[config.mk]
export PLATFORM = sky130hd
export DESIGN_NAME = register_file_mp
export DESIGN_NICKNAME = d
export VERILOG_FILES = /design/src/rtl/register_file_mp.sv
export SDC_FILE = /design/constraint.sdc
export NUM_CORES = 2
export LEC_CHECK = 0
export CAP_MARGIN = 20
export CORE_MARGIN = 4
export CORE_UTILIZATION = 44
export CTS_BUF_LIST = sky130_fd_sc_hd__clkbuf_8 sky130_fd_sc_hd__clkbuf_16
export DETAILED_ROUTE_END_ITERATION = 8
export PLACE_DENSITY = 0.63
export SETUP_SLACK_MARGIN = 0.1
export SYNTH_ARGS = -nofsm -noshare
export SYNTH_HDL_FRONTEND = slang
export SYNTH_SLANG_ARGS = --single-unit
[constraint.sdc]
create_clock -name clk -period 1.75 [get_ports clk]
set_input_delay 0.2625 -clock clk [delete_from_list [all_inputs] [get_ports clk]]
set_output_delay 0.2625 -clock clk [all_outputs]
set_load 0.05 [all_outputs]
[src/rtl/register_file_mp.sv]
// Multi-read-port integer register file with same-cycle write bypass and a
// per-register pending scoreboard used by decode for RAW hazard detection.
module register_file_mp #(
  parameter int unsigned  XLEN   = 32,
  parameter int unsigned  NREG   = 32,
  localparam int unsigned AW     = $clog2(NREG),
  parameter int unsigned  NRP    = 2,
  parameter int unsigned  SP_IDX = 2,
  parameter logic [31:0]  SP_RST = 32'h80000FFC,
  parameter bit           BYPASS = 1'b1
) (
  input  logic                clk,
  input  logic                rst,
  input  logic                w_en,
  input  logic [AW-1:0]       rd,
  input  logic [XLEN-1:0]     write_data,
  input  logic                claim_en,
  input  logic [AW-1:0]       claim_idx,
  input  logic                r_en,
  input  logic [NRP*AW-1:0]   raddr,
  output logic [NRP*XLEN-1:0] rdata,
  output logic [NRP-1:0]      rbusy
);

  localparam logic [XLEN-1:0] SP_VAL   = XLEN'(SP_RST);
  localparam logic [AW-1:0]   IDX_ZERO = {AW{1'b0}};

  if ((NREG < 4) || ((NREG & (NREG - 1)) != 0)) begin : g_bad_nreg
    $error("register_file_mp: NREG must be a power of two and at least 4");
  end
  if ((NRP < 1) || (NRP > 4)) begin : g_bad_nrp
    $error("register_file_mp: NRP must be between 1 and 4");
  end
  if ((SP_IDX == 0) || (SP_IDX >= NREG)) begin : g_bad_sp
    $error("register_file_mp: SP_IDX must be nonzero and below NREG");
  end

  logic [XLEN-1:0]     regs_q [NREG];
  logic [XLEN-1:0]     regs_d [NREG];
  logic [NREG-1:0]     pending_q;
  logic [NREG-1:0]     pending_d;
  logic [NRP*XLEN-1:0] rdata_q;
  logic [NRP*XLEN-1:0] rdata_d;
  logic [NRP-1:0]      rbusy_q;
  logic [NRP-1:0]      rbusy_d;
  logic                wr_act_s;
  logic                claim_act_s;

  assign wr_act_s    = w_en && (rd != IDX_ZERO);
  assign claim_act_s = claim_en && (claim_idx != IDX_ZERO);

  // Next architectural state: the claim is applied after the write clear so a newer producer wins.
  always_comb begin
    regs_d    = regs_q;
    pending_d = pending_q;
    if (wr_act_s) begin
      regs_d[rd]    = write_data;
      pending_d[rd] = 1'b0;
    end else begin
      pending_d = pending_d;
    end
    if (claim_act_s) begin
      pending_d[claim_idx] = 1'b1;
    end else begin
      pending_d = pending_d;
    end
    regs_d[0]    = {XLEN{1'b0}};
    pending_d[0] = 1'b0;
  end

  for (genvar gi = 0; gi < NRP; gi++) begin : g_rport
    logic [AW-1:0]   ridx_s;
    logic            hit_s;
    logic [XLEN-1:0] data_d;
    logic            busy_d;

    assign ridx_s = raddr[gi*AW +: AW];
    assign hit_s  = (BYPASS != 1'b0) && w_en && (rd == ridx_s);

    // Per-port read select; a bypassed write also reports the register as no longer pending.
    always_comb begin
      data_d = rdata_q[gi*XLEN +: XLEN];
      busy_d = rbusy_q[gi];
      if (!r_en) begin
        data_d = rdata_q[gi*XLEN +: XLEN];
        busy_d = rbusy_q[gi];
      end else if (ridx_s == IDX_ZERO) begin
        data_d = {XLEN{1'b0}};
        busy_d = 1'b0;
      end else if (hit_s) begin
        data_d = write_data;
        busy_d = 1'b0;
      end else begin
        data_d = regs_q[ridx_s];
        busy_d = pending_q[ridx_s];
      end
    end

    assign rdata_d[gi*XLEN +: XLEN] = data_d;
    assign rbusy_d[gi]              = busy_d;
  end

  // State and read-output registers with asynchronous active-low reset.
  always_ff @(posedge clk or negedge rst) begin
    if (!rst) begin
      for (int unsigned k = 0; k < NREG; k++) begin
        regs_q[k] <= (k == SP_IDX) ? SP_VAL : {XLEN{1'b0}};
      end
      pending_q <= {NREG{1'b0}};
      rdata_q   <= {(NRP*XLEN){1'b0}};
      rbusy_q   <= {NRP{1'b0}};
    end else begin
      regs_q    <= regs_d;
      pending_q <= pending_d;
      rdata_q   <= rdata_d;
      rbusy_q   <= rbusy_d;
    end
  end

  assign rdata = rdata_q;
  assign rbusy = rbusy_q;

endmodule
==> flow_summary_export.csv <==
group,metric,value,unit
die,num_io_pins,123,
global_route,overflow,0,
clocking,cts_made_buffers,116,
worst_setup_path,critPathCaptureType,"flop",
timing,worst_pin_slew,0.803,ns
timing,finalSetupTns,-0.277,ns
outcome,status,"finished, violations left",
min_path,hp-class,"input port to flop",
timing,slew_viol_final,0,
detailed_routing,postRouteAntennaNets,0,
global_route,grt_pass1_vias,43133,
detailed_routing,viasPerCell,6.50,
job,maxCapViolations,0,
global_route,grt_pass1_wl,305000,um
placement,place_congestion,0.953,
finish,nFillCells,10740,
die,die_x,372,um
worst_setup_path,crit_path_max_fanout,3,
placement,dp_hpwl,143000,um
synth,synth_seq_cells,1089,
synth,synthTopCellsByCount,"1136 x mux2_2, 1078 x dfrtp_1, 361 x mux4_2, 243 x clkbuf_1, 173 x nand2_1",
global_route,grt_max_degree,98,
worst_setup_path,critPathKind,"flop to flop",
synth,yosysSeqAreaShare,46.9,%
synth,synth_top_cell_area_share,46.4,%
clocking,clk_pin_slew,0.07,ns
placement,port-buffer-count,122,
die,die_h,372,um
clocking,clk-insertion-delay-late,0.75,ns
worst_setup_path,cp-start-kind,"flop",
detailed_routing,post-route-drc-count,0,
synth,synth_enable_flop_cells,0,
synth,synth_nets,4303,
timing,setup_violations,3,
synth,synthCells,4246,
timing,final_hold_viol_count,0,
detailed_routing,wl_per_cell,32.0,um
finish,area_growth,25.6,%
worst_setup_path,crit_arrival,2.51,ns
die,core_area,131000,sq um
finish,drive_above_1_share,54.9,%
detailed_routing,wl,211000,um
pwr,p_per_area,1090,nW/um^2
clocking,cts_sinks,1089,
global_route,grtUsageTotal,30.3,%
die,dieArea,138000,sq um
detailed_routing,detail_route.iter0.violations,4452,
synth,synth_top_area_cell,"dfrtp_1",
timing,fmaxAchievable,536,MHz
outcome,violations,"negative setup slack",
synth,synth_area,58200,sq um
synth,yosysUniqueCellTypes,60,
pwr,p_leak,0.0321,uW
timing,fin_crit,1.87,ns
synth,avgSynthCellArea,13.7,sq um
timing,layout_worst_path_cycle_share,107,%
synth,synth_area_leaders,"dfrtp_1 46%, mux2_2 22%, mux4_2 14%, mux2i_1 2.7%, clkbuf_1 1.6%",
detailed_routing,firstDrtPassIters,6,
global_route,antenna_found_initial,2,
pwr,power,79700,uW
synth,ys.flop_type,"dfrtp_1",
placement,placed_area,67400,sq um
timing,rsz0062_at_grt,"true",
detailed_routing,num_vias,42764,
worst_setup_path,crit_required,2.39,ns
die,rows,133,
die,start_util,44.2,%
timing,maxSlewHeadroom,46.3,%
finish,final_area,73000,sq um
timing,skew,0.0289,ns
finish,final_nets,4784,
synth,synthArstFlopShare,100,%
clocking,htree_levels,3,
pwr,ir_drop,811,uV
clocking,clk_path_buf_depth,3,
synth,synth.most_common_cell,"mux2_2",
synth,yosysWarnings,0,
clocking,cts_tree,"done",
clocking,cts-root-buf,"clkbuf_16",
timing,timing.final.ws_setup,-0.117,ns
## state kept, by name, summed over array words and instances (netlist names)
register,flops
regs_q,992
rdata,64
pending_q,31
rbusy,2
## routing by layer
layer  routed length, um  GRT usage, %  part of all wire (%)  vias to the layer above
met1               87300          42.7                    41                    22852
met2               94600          45.7                    45                     2116
li1                    -             -                     -                    17309
met4                9890          12.6                   4.7                        0
met5                   0             0                     0                        -
met3               18900          6.37                   9.0                      487
## layout make-up
class | count | area, sq um | area share (%)
multi-input combinational | 2686 | 29800 | 40.8
antenna | 2 | 5.00 | 0.00685
sequential | 1089 | 27300 | 37.4
timing repair buffer | 806 | 9420 | 12.9
inverter | 28 | 106 | 0.146
tap | 1755 | 2200 | 3.01
clock buffer | 149 | 3390 | 4.64
clock inverter | 69 | 812 | 1.11
## worst max-delay path, stage by stage (launching register included)
cell       delay [ns]
dfrtp_1          0.40
mux4_2           0.49
mux4_2           0.52
a221oi_2         0.27
o2bb2ai_1        0.08
## cells by family (layout without fill, tap and decap cells)
| group | Yosys count | in the layout | synth area share, % |
|---|---|---|---|
| AOI/OAI and AO/OA | 527 | 527 | 6.70 |
| xor gates and xnor gates | 10 | 10 | 0.151 |
| buffers and inverters | 471 | 1052 | 3.58 |
| DFF | 1089 | 1089 | 46.9 |
| muxes | 1651 | 1651 | 38.6 |
| other | 0 | 2 | 0 |
| and+or+nand+nor | 498 | 498 | 4.06 |
## final timing paths
| kind | slack, ns | cells past startpoint | end | start |
|---|---|---|---|---|
| setup reg to reg | -0.12 | 4 | rbusy[1]$_DFFE_PN0P_ | pending_q[15]$_DFF_PN0_ |
| hold reg to reg | 0.51 | 2 | pending_q[7]$_DFF_PN0_ | pending_q[7]$_DFF_PN0_ |
| min in group asynchronous | 0.22 | 3 | regs_q[505]$_DFFE_PN0P_ | rst |
| hold / removal | 0.13 | 5 | rdata[23]$_DFFE_PN0P_ | raddr[2] |
| max in group asynchronous | 0.66 | 3 | regs_q[819]$_DFFE_PN0P_ | rst |
| setup / recovery | -0.12 | 4 | rbusy[1]$_DFFE_PN0P_ | pending_q[15]$_DFF_PN0_ |
## metrics by stage
stage	hold slack, ns	setup WS, ns	std cells	utilization, %
2_1_floorplan	-0.0331	-0.119	4246	-
3_3_place_gp	0.160	-1.02	6331	51.2
3_5_place_dp	0.156	-0.986	6331	51.2
4_1_cts	0.0804	-0.0879	6569	55.1
5_1_grt	0.158	-0.139	6582	55.5
6_report	0.134	-0.117	6584	55.5
## where the power goes
part           switching (uW)  total [uW]  internal [uW]
logic                    8030       18600          10600
clock network           10700       27000          16200
registers                3940       34100          30200
## cells in the final DEF (no fill, tap or decap), types with 30 or more instances in the layout
master	netlist	layout
a22oi_1	110	97
mux4_2	361	361
nand2_1	173	147
o22ai_1	120	116
dfrtp_1	1078	1052
clkbuf_16	0	119
o21ai_0	55	55
nor2_1	109	99
buf_4	18	463
nor3_1	40	32
buf_12	0	228
inv_1	27	48
a22o_1	49	47
nand4_1	30	30
mux2_2	1136	1136
clkbuf_8	0	30
nor2b_1	36	33
clkdlybuf4s50_1	0	38
buf_6	8	33
mux2i_1	154	144
## timing repair
action                                   CTS  global route
endpoints found under the setup margin   439            98
cloned                                     3             0
hold endpoints to repair                1068             0
hold buffers                               2             0
setup buffers                             15            13
resized for setup                        163            87
pin swaps                                 11            33
Note: power is estimated with default switching activity, not from simulation.
